--- src/rtl/llc_bus_agent_pkg.sv ---
// Shared bus types and helpers for the LLC bus agent: op and snoop encodings,
// FSM states, and the snoop merge/model functions.
package llc_bus_agent_pkg;

  localparam int OP_W    = 3;
  localparam int SNOOP_W = 2;

  typedef enum logic [OP_W-1:0] {
    OP_NONE       = 3'b000,
    OP_READ       = 3'b001,
    OP_WRITE      = 3'b010,
    OP_INVALIDATE = 3'b011,
    OP_RWIM       = 3'b100
  } bus_operation_e;

  typedef enum logic [SNOOP_W-1:0] {
    SNOOP_HIT   = 2'b00,
    SNOOP_HITM  = 2'b01,
    SNOOP_NOHIT = 2'b10
  } snoop_result_e;

  typedef enum logic [1:0] {
    ST_IDLE  = 2'd0,
    ST_ISSUE = 2'd1,
    ST_SNOOP = 2'd2,
    ST_RESP  = 2'd3
  } agent_state_e;

  // Priority HITM > HIT > NOHIT; the unused 2'b11 code falls through as NOHIT.
  function automatic logic [SNOOP_W-1:0] snoop_merge(input logic [SNOOP_W-1:0] a,
                                                     input logic [SNOOP_W-1:0] b);
    if (a == SNOOP_HITM || b == SNOOP_HITM)
      return SNOOP_HITM;
    else if (a == SNOOP_HIT || b == SNOOP_HIT)
      return SNOOP_HIT;
    else
      return SNOOP_NOHIT;
  endfunction

  function automatic logic [SNOOP_W-1:0] snoop_model(input logic [1:0] addr_lsb);
    case (addr_lsb)
      2'b00:   return SNOOP_HIT;
      2'b01:   return SNOOP_HITM;
      default: return SNOOP_NOHIT;
    endcase
  endfunction

  function automatic logic op_legal(input logic [OP_W-1:0] op);
    return (op == OP_READ) || (op == OP_WRITE) || (op == OP_INVALIDATE) || (op == OP_RWIM);
  endfunction

endpackage

--- src/rtl/llc_bus_agent_collector.sv ---
// Sticky per-snooper capture of snoop responses with a combinational merge
// that also folds in responses arriving in the current cycle.
module llc_snoop_collector
  import llc_bus_agent_pkg::*;
#(
  parameter int NUM_SNOOPERS = 4
) (
  input  logic                        clk,
  input  logic                        rst_n,
  input  logic                        clear,
  input  logic                        enable,
  input  logic [NUM_SNOOPERS-1:0]     snoop_valid,
  input  logic [2*NUM_SNOOPERS-1:0]   snoop_result,
  output logic                        all_seen,
  output logic [SNOOP_W-1:0]          merged
);

  logic [NUM_SNOOPERS-1:0]   seen;
  logic [2*NUM_SNOOPERS-1:0] cap;

  // First strobe per snooper wins; later strobes from the same snooper are dropped.
  always_ff @(posedge clk) begin
    if (!rst_n || clear) begin
      seen <= '0;
      cap  <= '0;
    end else if (enable) begin
      for (int i = 0; i < NUM_SNOOPERS; i++) begin
        if (snoop_valid[i] && !seen[i]) begin
          seen[i]        <= 1'b1;
          cap[2*i +: 2]  <= snoop_result[2*i +: 2];
        end
      end
    end
  end

  always_comb begin
    merged   = SNOOP_NOHIT;
    all_seen = 1'b1;
    for (int i = 0; i < NUM_SNOOPERS; i++) begin
      if (seen[i])
        merged = snoop_merge(merged, cap[2*i +: 2]);
      else if (enable && snoop_valid[i])
        merged = snoop_merge(merged, snoop_result[2*i +: 2]);
      else
        all_seen = 1'b0;
    end
  end

endmodule

--- src/rtl/llc_bus_agent.sv ---
// LLC-side bus agent: issues one bus op at a time, collects snoop results from
// peer caches, returns one merged response and keeps saturating op statistics.
module llc_bus_agent
  import llc_bus_agent_pkg::*;
#(
  parameter int         ADDR_W        = 32,
  parameter int         NUM_SNOOPERS  = 4,
  parameter int         SNOOP_TIMEOUT = 8,
  parameter int         CNT_W         = 32,
  parameter logic [3:0] CACHE_ID      = 4'h0,
  parameter bit         SNOOP_MODEL   = 1'b0
) (
  input  logic                       clk,
  input  logic                       rst_n,
  input  logic                       req_valid,
  output logic                       req_ready,
  input  logic [OP_W-1:0]            req_op,
  input  logic [ADDR_W-1:0]          req_addr,
  output logic                       rsp_valid,
  output logic [SNOOP_W-1:0]         rsp_snoop,
  output logic                       rsp_timeout,
  output logic                       rsp_err,
  output logic                       bus_valid,
  output logic [OP_W-1:0]            bus_op,
  output logic [ADDR_W-1:0]          bus_addr,
  output logic [3:0]                 bus_cache_id,
  input  logic [NUM_SNOOPERS-1:0]    snoop_valid,
  input  logic [2*NUM_SNOOPERS-1:0]  snoop_result,
  input  logic                       stat_clr,
  output logic [CNT_W-1:0]           rd_cnt,
  output logic [CNT_W-1:0]           wr_cnt,
  output logic [CNT_W-1:0]           inv_cnt
);

  localparam int               TO_W    = $clog2(SNOOP_TIMEOUT + 1);
  localparam logic [TO_W-1:0]  TO_LAST = TO_W'(SNOOP_TIMEOUT - 1);
  localparam logic [CNT_W-1:0] CNT_MAX = '1;

  agent_state_e       state;
  logic [TO_W-1:0]    to_cnt;
  logic               all_seen;
  logic [SNOOP_W-1:0] merged;
  logic               issuing;

  assign issuing = (state == ST_ISSUE);

  llc_snoop_collector #(
    .NUM_SNOOPERS (NUM_SNOOPERS)
  ) u_collector (
    .clk          (clk),
    .rst_n        (rst_n),
    .clear        (issuing),
    .enable       (state == ST_SNOOP),
    .snoop_valid  (snoop_valid),
    .snoop_result (snoop_result),
    .all_seen     (all_seen),
    .merged       (merged)
  );

  // Main FSM; every output is registered and the rsp_* strobes default low each cycle.
  always_ff @(posedge clk) begin
    if (!rst_n) begin
      state        <= ST_IDLE;
      req_ready    <= 1'b1;
      rsp_valid    <= 1'b0;
      rsp_snoop    <= '0;
      rsp_timeout  <= 1'b0;
      rsp_err      <= 1'b0;
      bus_valid    <= 1'b0;
      bus_op       <= '0;
      bus_addr     <= '0;
      bus_cache_id <= '0;
      to_cnt       <= '0;
    end else begin
      bus_cache_id <= CACHE_ID;
      bus_valid    <= 1'b0;
      rsp_valid    <= 1'b0;
      rsp_snoop    <= '0;
      rsp_timeout  <= 1'b0;
      rsp_err      <= 1'b0;
      case (state)
        ST_IDLE: begin
          if (req_valid) begin
            req_ready <= 1'b0;
            if (op_legal(req_op)) begin
              state     <= ST_ISSUE;
              bus_valid <= 1'b1;
              bus_op    <= req_op;
              bus_addr  <= req_addr;
            end else begin
              state     <= ST_RESP;
              rsp_valid <= 1'b1;
              rsp_err   <= 1'b1;
              rsp_snoop <= SNOOP_NOHIT;
            end
          end
        end
        ST_ISSUE: begin
          to_cnt <= '0;
          if (bus_op == OP_WRITE) begin
            state     <= ST_RESP;
            rsp_valid <= 1'b1;
            rsp_snoop <= SNOOP_NOHIT;
          end else if (SNOOP_MODEL) begin
            state     <= ST_RESP;
            rsp_valid <= 1'b1;
            rsp_snoop <= snoop_model(bus_addr[1:0]);
          end else begin
            state <= ST_SNOOP;
          end
        end
        ST_SNOOP: begin
          if (all_seen) begin
            state     <= ST_RESP;
            rsp_valid <= 1'b1;
            rsp_snoop <= merged;
          end else if (to_cnt == TO_LAST) begin
            state       <= ST_RESP;
            rsp_valid   <= 1'b1;
            rsp_snoop   <= merged;
            rsp_timeout <= 1'b1;
          end else begin
            to_cnt <= to_cnt + 1'b1;
          end
        end
        ST_RESP: begin
          state     <= ST_IDLE;
          req_ready <= 1'b1;
        end
        default: begin
          state     <= ST_IDLE;
          req_ready <= 1'b1;
        end
      endcase
    end
  end

  // Statistics count during ISSUE; a same-cycle clear drops the increment.
  always_ff @(posedge clk) begin
    if (!rst_n || stat_clr) begin
      rd_cnt  <= '0;
      wr_cnt  <= '0;
      inv_cnt <= '0;
    end else if (issuing) begin
      if ((bus_op == OP_READ || bus_op == OP_RWIM) && rd_cnt != CNT_MAX)
        rd_cnt <= rd_cnt + 1'b1;
      if (bus_op == OP_WRITE && wr_cnt != CNT_MAX)
        wr_cnt <= wr_cnt + 1'b1;
      if (bus_op == OP_INVALIDATE && inv_cnt != CNT_MAX)
        inv_cnt <= inv_cnt + 1'b1;
    end
  end

endmodule

--- config.mk ---
export PLATFORM = sky130hd
export DESIGN_NAME = llc_bus_agent
export DESIGN_NICKNAME = d
export VERILOG_FILES = /design/src/rtl/llc_bus_agent_pkg.sv /design/src/rtl/llc_bus_agent_collector.sv /design/src/rtl/llc_bus_agent.sv
export SDC_FILE = /design/constraint.sdc
export NUM_CORES = 1
export LEC_CHECK = 0
export ABC_AREA = 1
export CAP_MARGIN = 20
export CORE_ASPECT_RATIO = 1.5
export CORE_UTILIZATION = 47
export DETAILED_ROUTE_END_ITERATION = 8
export GPL_ROUTABILITY_DRIVEN = 1
export GPL_TIMING_DRIVEN = 0
export PLACE_DENSITY = 0.78
export SLEW_MARGIN = 40
export SYNTH_ARGS = -nofsm -noshare
export SYNTH_HDL_FRONTEND = slang
export SYNTH_SLANG_ARGS = --single-unit
export TNS_END_PERCENT = 30
--- constraint.sdc ---
create_clock -name clk -period 1.6 [get_ports clk]
set_input_delay 0.4 -clock clk [delete_from_list [all_inputs] [get_ports clk]]
set_output_delay 0.4 -clock clk [all_outputs]
set_load 0.01 [all_outputs]
==> impl_results.md, run 1 <==
* Status: complete, but fails checks
* Failing checks: setup timing
* Required time worst endpoint at ~2.0 ns
* Largest net degree at the start of global routing at 17
* Top-area cell type share of the netlist area at 34.9%
* Worst Path Buf+Inv at 2
* Ys flop type: dfxtp_1
* Peak Freq at 568 MHz
* Setup TNS at -6.15 ns
* CTS root buf: clkbuf_16
* Setup ws final at -0.162 ns
* Maximum vdd drop at 0.885 mV
* Pwr Density at around 800 nW/um^2
* Slowest stage cell on the critical path: dfxtp_4
* Post-Layout Cell Count at between 1500 and 2000
* Tot GR Track Use at 32.3%
* Gate Count Post-Synth at around 1400
* Initial core utilization at about half
* IO Pins at 193
* LEAKAGE at about 5.7 nW
* Top post-synthesis cells by area: dfxtp_1 35%, nand2_1 19%, nor2_1 11%
* Post-synthesis cell area at ~9000 sq um
* Synth warn at 0
* Overflow after GRT at 0
* RSZ-0062 raised after global routing: yes
* IO Port Bufs at around 190
* Pre-CTS setup slack at -0.728 ns
* Cts hold-fix bufs at 0
* Sw Share at between 20% and 30%
* Crit. End Element: flip-flop
* Crit-path cells: ha_4, nand2_4, nor2_4, nand2_2, nor2_4, nand3b_4, nand2_4, buf_12, buf_12, nand2_1, a21oi_2
* Core Footprint at 18600 sq um
* Share of layout cells above drive strength 1 at 25.8%
* Worst path max stage delay at approximately 0.38 ns
* Site Rows at between 60 and 70
* Hold Startpoint: rst_n
* Die H at ~170 um
* Fin. Hold Viols at 0
* Number of flops mapped to enable cells by yosys at 0
* Post-synthesis async set-or-reset flop share at 0%
* Die ar. at 19600 sq um
* Wire per inst at 16.0 um
* Seq/Total Area, Yosys at a little over a third
* Largest fanout on the critical path at 5
* DR iter-0 viols at just over 700
* Reg power frac at between 30% and 40%
* N_diodes at 0
* TritonCTS buffer count at 17
* Worst hold path type: in2reg
* Initial antenna violation count at 0
* Sink Count at approximately 160
* H-tree levels at 4
* Worst Tran Pin Value at between 0.7 and 0.8 ns
* Fin Hold WS at roughly 0.32 ns
* # setup viols final at 87
* Clk slew on worst S/H paths at about 0.06 ns
* Critical Path AT at roughly 2.1 ns
* Area Overhead vs Synth at 49.5%
* Hold Path Cell Cnt at 3
* Top cells by count, synth: 445 x nand2_1, 264 x nor2_1, 156 x dfxtp_1, 88 x inv_1, 84 x nand3_1
* Via count at 10300
* Final instance area at around 13000 sq um
* Yosys cell types at 40
* Internal at 7.82 mW
* Switching power at a little over 3 mW
* Drt pass-1 iters at 5
* HPWL after DPL at between 20 and 25 mm
* Max cap viols at 0
* Number of instances in the placed design at ~1800
* Slew Limit Fails at 0
* Die W at between 100 and 150 um
* WS Path Type: reg2reg
* Most frequent cell after synthesis: nand2_1
* Routed vias/inst at between 5 and 6
* Seq cells post-synth at approximately 160
* Final setup skew at approximately 0.013 ns
* Fin crit period at approximately 1.8 ns
* Placed Area at about 11000 sq um
* Final Net Count at about 1700
* Reg2reg path depth at 11
* ANT nets after route at 0
* Worst-Skew Late Latency at 0.45 ns
* Final WL at approximately 30 mm
* Crit start category: flip-flop
* Vias in the first global route at 10200
* Worst r2r src: wr_cnt[0]
* Comb power frac at roughly 20%
* First-pass GRT wire length at just under 50 mm
* Reg-to-reg slack, setup at -0.16 ns
* Slew HR at between 40% and 50%
* Clk pwr share at about 40%
* GP Congestion at ~1.0
* Setup crit start: wr_cnt[0]
* Delay-heaviest family, CP: simple AND/OR/NAND/NOR gates
* Min-Delay Endpoint: to_cnt[0]
* Drt drc at 0
* Max Root-Sink Buffers at 2
* RR Endpoint: wr_cnt[2]
* Cell taking the most area after synthesis: dfxtp_1
* CTS tree: done
* Syn Area/Cell at roughly 6.4 sq um
* Period utilization at 110%
[kinds of logic after synthesis]
logic type                 after synthesis  share of synthesized area, %
xor gates and xnor gates                38                          3.71
buffers and inverters                  137                          6.94
other                                    1                        0.0418
AOI/OAI and AO/OA                      154                          9.86
and+or+nand+nor                        898                          43.3
DFF                                    156                          34.9
adders and majority gates                9                          1.26
[flip-flops by register name, summed over array words and instances (netlist names)]
register and flops:
rsp_snoop 2, wr_cnt 32, req_ready 1, bus_addr 32, rsp_err 1, u_collector.cap 8
u_collector.seen 4, bus_op 3, rd_cnt 32, bus_valid 1, inv_cnt 32, state 2
rsp_valid 1, to_cnt 4, rsp_timeout 1
[layout make-up]
type	instances	area [sq um]
tap	252	315
timing repair buffer	257	2460
sequential	156	3290
clock inverter	5	103
multi-input combinational	1103	5940
buffer	43	395
inverter	93	365
clock buffer	26	531
fill	1539	5230
[routing by layer]
layer	wire length, um	GRT usage (%)	up-vias
met5	0	0	-
met4	2010	23.9	0
met3	2350	9.17	135
met2	15500	58.1	470
met1	11000	31.1	4730
li1	-	-	4995
[what timing repair did]
action / in CTS / in global routing
pin swaps: 49 / 26
endpoints found under the setup margin: 284 / 149
gates cloned: 9 / 0
buffers inserted: 49 / 17
resized for setup: 410 / 84
[worst min-delay path, cell delays in order]
cell and delay [ns]:
buf_2 0.18, o21ai_0 0.09, a21oi_1 0.04
[layout by cell type, fill, tap and decap left out, drive strengths merged]
master,instances
a211oi,3
a21oi,93
a221o,1
a31oi,1
and2,3
buf,87
bufinv,3
clkbuf,52
clkdlybuf4s15,2
clkdlybuf4s50,49
clkinv,2
clkinvlp,1
conb,4
dfxtp,156
dlygate4sd2,135
dlymetal6s2s,1
ha,9
inv,92
nand2,473
nand3,86
nand3b,30
nand4,24
nor2,273
nor3,6
nor3b,1
o211ai,1
o21ai,54
o21bai,1
or2,2
xnor2,14
xor2,24
[through the flow]
stage,power (mW),util [%]
after global routing,11.3,71.9
final,10.9,71.9
after floorplan,5.50,-
after CTS,10.9,70.1
after detailed placement,6.36,60.5
after global placement,6.31,60.5
[worst max path at each step]
stage          slack (ns)      endpoint  cells past startpoint
5_1_grt             -0.23    wr_cnt[19]                     11
3_3_place_gp        -0.68  bus_addr[14]                      8
2_1_floorplan       -0.08    rd_cnt[30]                     11
4_1_cts             -0.19    rd_cnt[23]                      1
6_report            -0.16     wr_cnt[2]                     11
3_5_place_dp        -0.73   bus_addr[8]                      8
[power by group through the flow]
stage,logic (mW),registers [mW],clock network (mW)
6_report,2.14,4.33,4.40
5_1_grt,2.35,4.37,4.60
4_1_cts,2.11,4.35,4.44
3_5_place_dp,1.93,4.43,0
3_3_place_gp,1.90,4.42,0
2_1_floorplan,1.01,4.50,0
(Power assumes the default switching activity.)
==> run 2: changes to the inputs <==
--- a/config.mk
+++ b/config.mk
@@ -8,11 +8,12 @@
 export ABC_AREA = 1
 export CAP_MARGIN = 20
 export CORE_ASPECT_RATIO = 1.5
-export CORE_UTILIZATION = 47
+export CORE_MARGIN = 3
+export CORE_UTILIZATION = 30
 export DETAILED_ROUTE_END_ITERATION = 8
 export GPL_ROUTABILITY_DRIVEN = 1
 export GPL_TIMING_DRIVEN = 0
-export PLACE_DENSITY = 0.78
+export SETUP_SLACK_MARGIN = 0.3
 export SLEW_MARGIN = 40
 export SYNTH_ARGS = -nofsm -noshare
 export SYNTH_HDL_FRONTEND = slang
==> run 2 against run 1 <==
Against the previous run: the run still ends with setup timing left; register-to-register slack improved by 0.05 ns; final cell count rose by 9.1%; non-clock buffer count rose by 37; global-route usage fell by 13 points.
==> impl_results.md, run 2 (synthesized netlist as in run 1, its figures left out) <==
* WS Path Type: reg2reg (unchanged)
* M3 GR Usage at 4.62% (was 9.17%)
* CTS tree: done (unchanged)
* Die H at 218 um (was 171 um)
* ANT nets after route at 0 (unchanged)
* H-tree levels at 4 (unchanged)
* Fin. Hold Viols at 0 (unchanged)
* Max Root-Sink Buffers at 2 (unchanged)
* Failing checks: setup timing (unchanged)
* Setup ws final at -0.116 ns (was -0.162 ns)
* Required time worst endpoint at 1.89 ns (was 1.96 ns)
* LEAKAGE at 5.76 nW (was 5.67 nW)
* HPWL after DPL at 22.4 mm (was 20.8 mm)
* Slew HR at 49.5% (was 47.9%)
* Global Route met1 Usage at 19.4% (was 31.1%)
* IO Pins at 193 (unchanged)
* Commonest non-fill, non-tap cell in the layout: nand2_1 (unchanged)
* Pre-CTS setup slack at -0.743 ns (was -0.728 ns)
* Crit start category: flip-flop (unchanged)
* Largest fanout on the critical path at 5 (unchanged)
* RSZ-0062 raised after global routing: yes (unchanged)
* Initial antenna violation count at 0 (unchanged)
* Setup TNS at -4.75 ns (was -6.15 ns)
* TritonCTS buffer count at 17 (unchanged)
* Met2 Track Usage GR at 35.2% (was 58.1%)
* Worst-Skew Late Latency at 0.44 ns (was 0.45 ns)
* Hold Startpoint: rst_n (unchanged)
* Die W at 147 um (was 115 um)
* Critical Path AT at 2.01 ns (was 2.12 ns)
* IO Port Bufs at 187 (unchanged)
* Placed Area at 11500 sq um (was 11300 sq um)
* Slowest stage cell on the critical path: dfxtp_4 (unchanged)
* Core Footprint at 29100 sq um (was 18600 sq um)
* Initial core utilization at 30.8% (was 48.1%)
* Final Net Count at 1768 (was 1731)
* Fin crit period at 1.72 ns (was 1.76 ns)
* Number of instances in the placed design at 1973 (was 1835)
* Tot GR Track Use at 18.9% (was 32.3%)
* GP Congestion at 0.929 (was 1.01)
* Die ar. at 32000 sq um (was 19600 sq um)
* Final WL at 31.9 mm (was 30.9 mm)
* Status: complete, but fails checks (unchanged)
* Reg2reg path depth at 12 (was 11)
* Multi-input logic area at 6290 sq um (was 5940 sq um)
* Max cap viols at 0 (unchanged)
* Drt drc at 0 (unchanged)
* Gr busiest metal: met2 (unchanged)
* Register area at 3450 sq um (was 3290 sq um)
* Fin Hold WS at 0.282 ns (was 0.318 ns)
* Largest net degree at the start of global routing at 17 (unchanged)
* Hold Path Cell Cnt at 3 (unchanged)
* Share of layout cells above drive strength 1 at 38.4% (was 25.8%)
* Crit-path cells: ha_4, nand2_4, nor2_4, nand2_4, nor2_4, nand3_4, nand2_8, buf_6, inv_8, buf_16, nand2_2, a21oi_2 (was ha_4, nand2_4, nor2_4, nand2_2, nor2_4, nand3b_4, nand2_4, buf_12, buf_12, nand2_1, a21oi_2)
* Final instance area at 14600 sq um (was 13400 sq um)
* Drt pass-1 iters at 5 (unchanged)
* Peak Freq at 583 MHz (was 568 MHz)
* Period utilization at 107% (was 110%)
* RR Endpoint: inv_cnt[30] (was wr_cnt[2])
* Worst r2r src: inv_cnt[0] (was wr_cnt[0])
* Pwr Density at 779 nW/um^2 (was 811 nW/um^2)
* Final setup skew at 0.0145 ns (was 0.0130 ns)
* First-pass GRT wire length at 49.0 mm (was 49.2 mm)
* Post-Layout Cell Count at 2111 (was 1935)
* Sink Count at 156 (unchanged)
* Worst path max stage delay at 0.37 ns (was 0.38 ns)
* Worst Tran Pin Value at 0.757 ns (was 0.782 ns)
* Routed vias/inst at 4.86 (was 5.34)
* Most frequent cells in the layout: 365 x nand2_1, 219 x nor2_1, 88 x buf_6, 79 x inv_1, 73 x dfxtp_4 (was 391 x nand2_1, 225 x nor2_1, 135 x dlygate4sd2_1, 83 x inv_1, 67 x dfxtp_2)
* Site Rows at 76 (was 61)
* # setup viols final at 79 (was 87)
* Fillers at 2853 (was 1539)
* DR iter-0 viols at 444 (was 717)
* Via count at 10300 (about the same)
* Crit. End Element: flip-flop (unchanged)
* Area Overhead vs Synth at 63.0% (was 49.5%)
* Slew Limit Fails at 0 (unchanged)
* Wire per inst at 15.1 um (was 16.0 um)
* N_diodes at 0 (unchanged)
* CTS root buf: clkbuf_16 (unchanged)
* Reg-to-reg slack, setup at -0.12 ns (was -0.16 ns)
* Overflow after GRT at 0 (unchanged)
* Worst hold path type: in2reg (unchanged)
* Maximum vdd drop at 0.734 mV (was 0.885 mV)
* Clk slew on worst S/H paths at 0.07 ns (was 0.06 ns)
* Vias in the first global route at 9955 (was 10200)
* Min-Delay Endpoint: bus_addr[1] (was to_cnt[0])
==> run 2: cell count changes in the layout (fill, tap and decap cells not counted), moves of 10 or more <==
| cell | delta |
|---|---|
| a21oi_1 | -12 |
| dfxtp_2 | -28 |
| dfxtp_1 | -22 |
| nand2_2 | +14 |
| buf_8 | +10 |
| dlygate4sd2_1 | -78 |
| nand2_4 | +12 |
| buf_6 | +64 |
| o21ai_2 | +26 |
| o21ai_0 | -31 |
| nand2_1 | -26 |
| a21oi_2 | +13 |
| buf_4 | +28 |
| dfxtp_4 | +50 |
==> run 2: cell type report <==
type                       count  share of cell area (%)
inverter                      93                    2.60
buffer                        44                    3.27
timing repair buffer         293                    20.0
sequential                   156                    23.6
clock inverter                12                   0.925
clock buffer                  20                    3.20
tap                          390                    3.34
multi-input combinational   1103                    43.1
==> run 2: repair_timing <==
item                                    4_1_cts  5_1_grt
cloned                                        7        2
setup buffers                                76       21
pin swaps                                    34       84
endpoints found under the setup margin      293      293
hold buffers                                  0        0
resized for setup                           540      496
==> run 2: critical path, delay by kind of cell (launching register included) <==
kind / cells / cell delay, ns
and+or+nand+nor: 7 / 0.69
DFF: 1 / 0.37
buffers and inverters: 3 / 0.31
adders and majority gates: 1 / 0.14
AOI/OAI and AO/OA: 1 / 0.04
==> run 2: how the worst max path moves through the flow <==
| stage | endpoint | slack (ns) | startpoint | depth (start not counted) |
|---|---|---|---|---|
| floorplan | rd_cnt[30] | -0.08 | rd_cnt[0] | 11 |
| global placement | bus_addr[15] | -0.74 | req_op[1] | 8 |
| detailed placement | bus_addr[15] | -0.74 | req_op[1] | 8 |
| CTS | wr_cnt[5] | -0.07 | wr_cnt[0] | 11 |
| global route | inv_cnt[30] | -0.17 | inv_cnt[9] | 11 |
| finish | inv_cnt[30] | -0.12 | inv_cnt[0] | 12 |
==> run 2: metrics by stage <==
step,util [%],power [mW]
detailed placement,39.5,6.39
floorplan,-,5.53
CTS,46.2,11.1
finish,50.2,11.4
global placement,39.5,6.37
global route,50.2,11.9
==> run 2: per-layer routing <==
layer / share of wire [%] / vias to the layer above
met1: 37 / 4779
met4: 4.3 / 0
met2: 53 / 321
met3: 5.8 / 74
met5: 0 / -
li1: - / 5080
==> run 2: power breakdown <==
| group | internal (mW) | switching (mW) | leakage [nW] |
|---|---|---|---|
| sequential | 4.08 | 0.215 | 1.34 |
| clock | 2.44 | 1.80 | 0.292 |
| combinational | 1.37 | 1.46 | 4.12 |
| total | 7.90 | 3.47 | 5.76 |
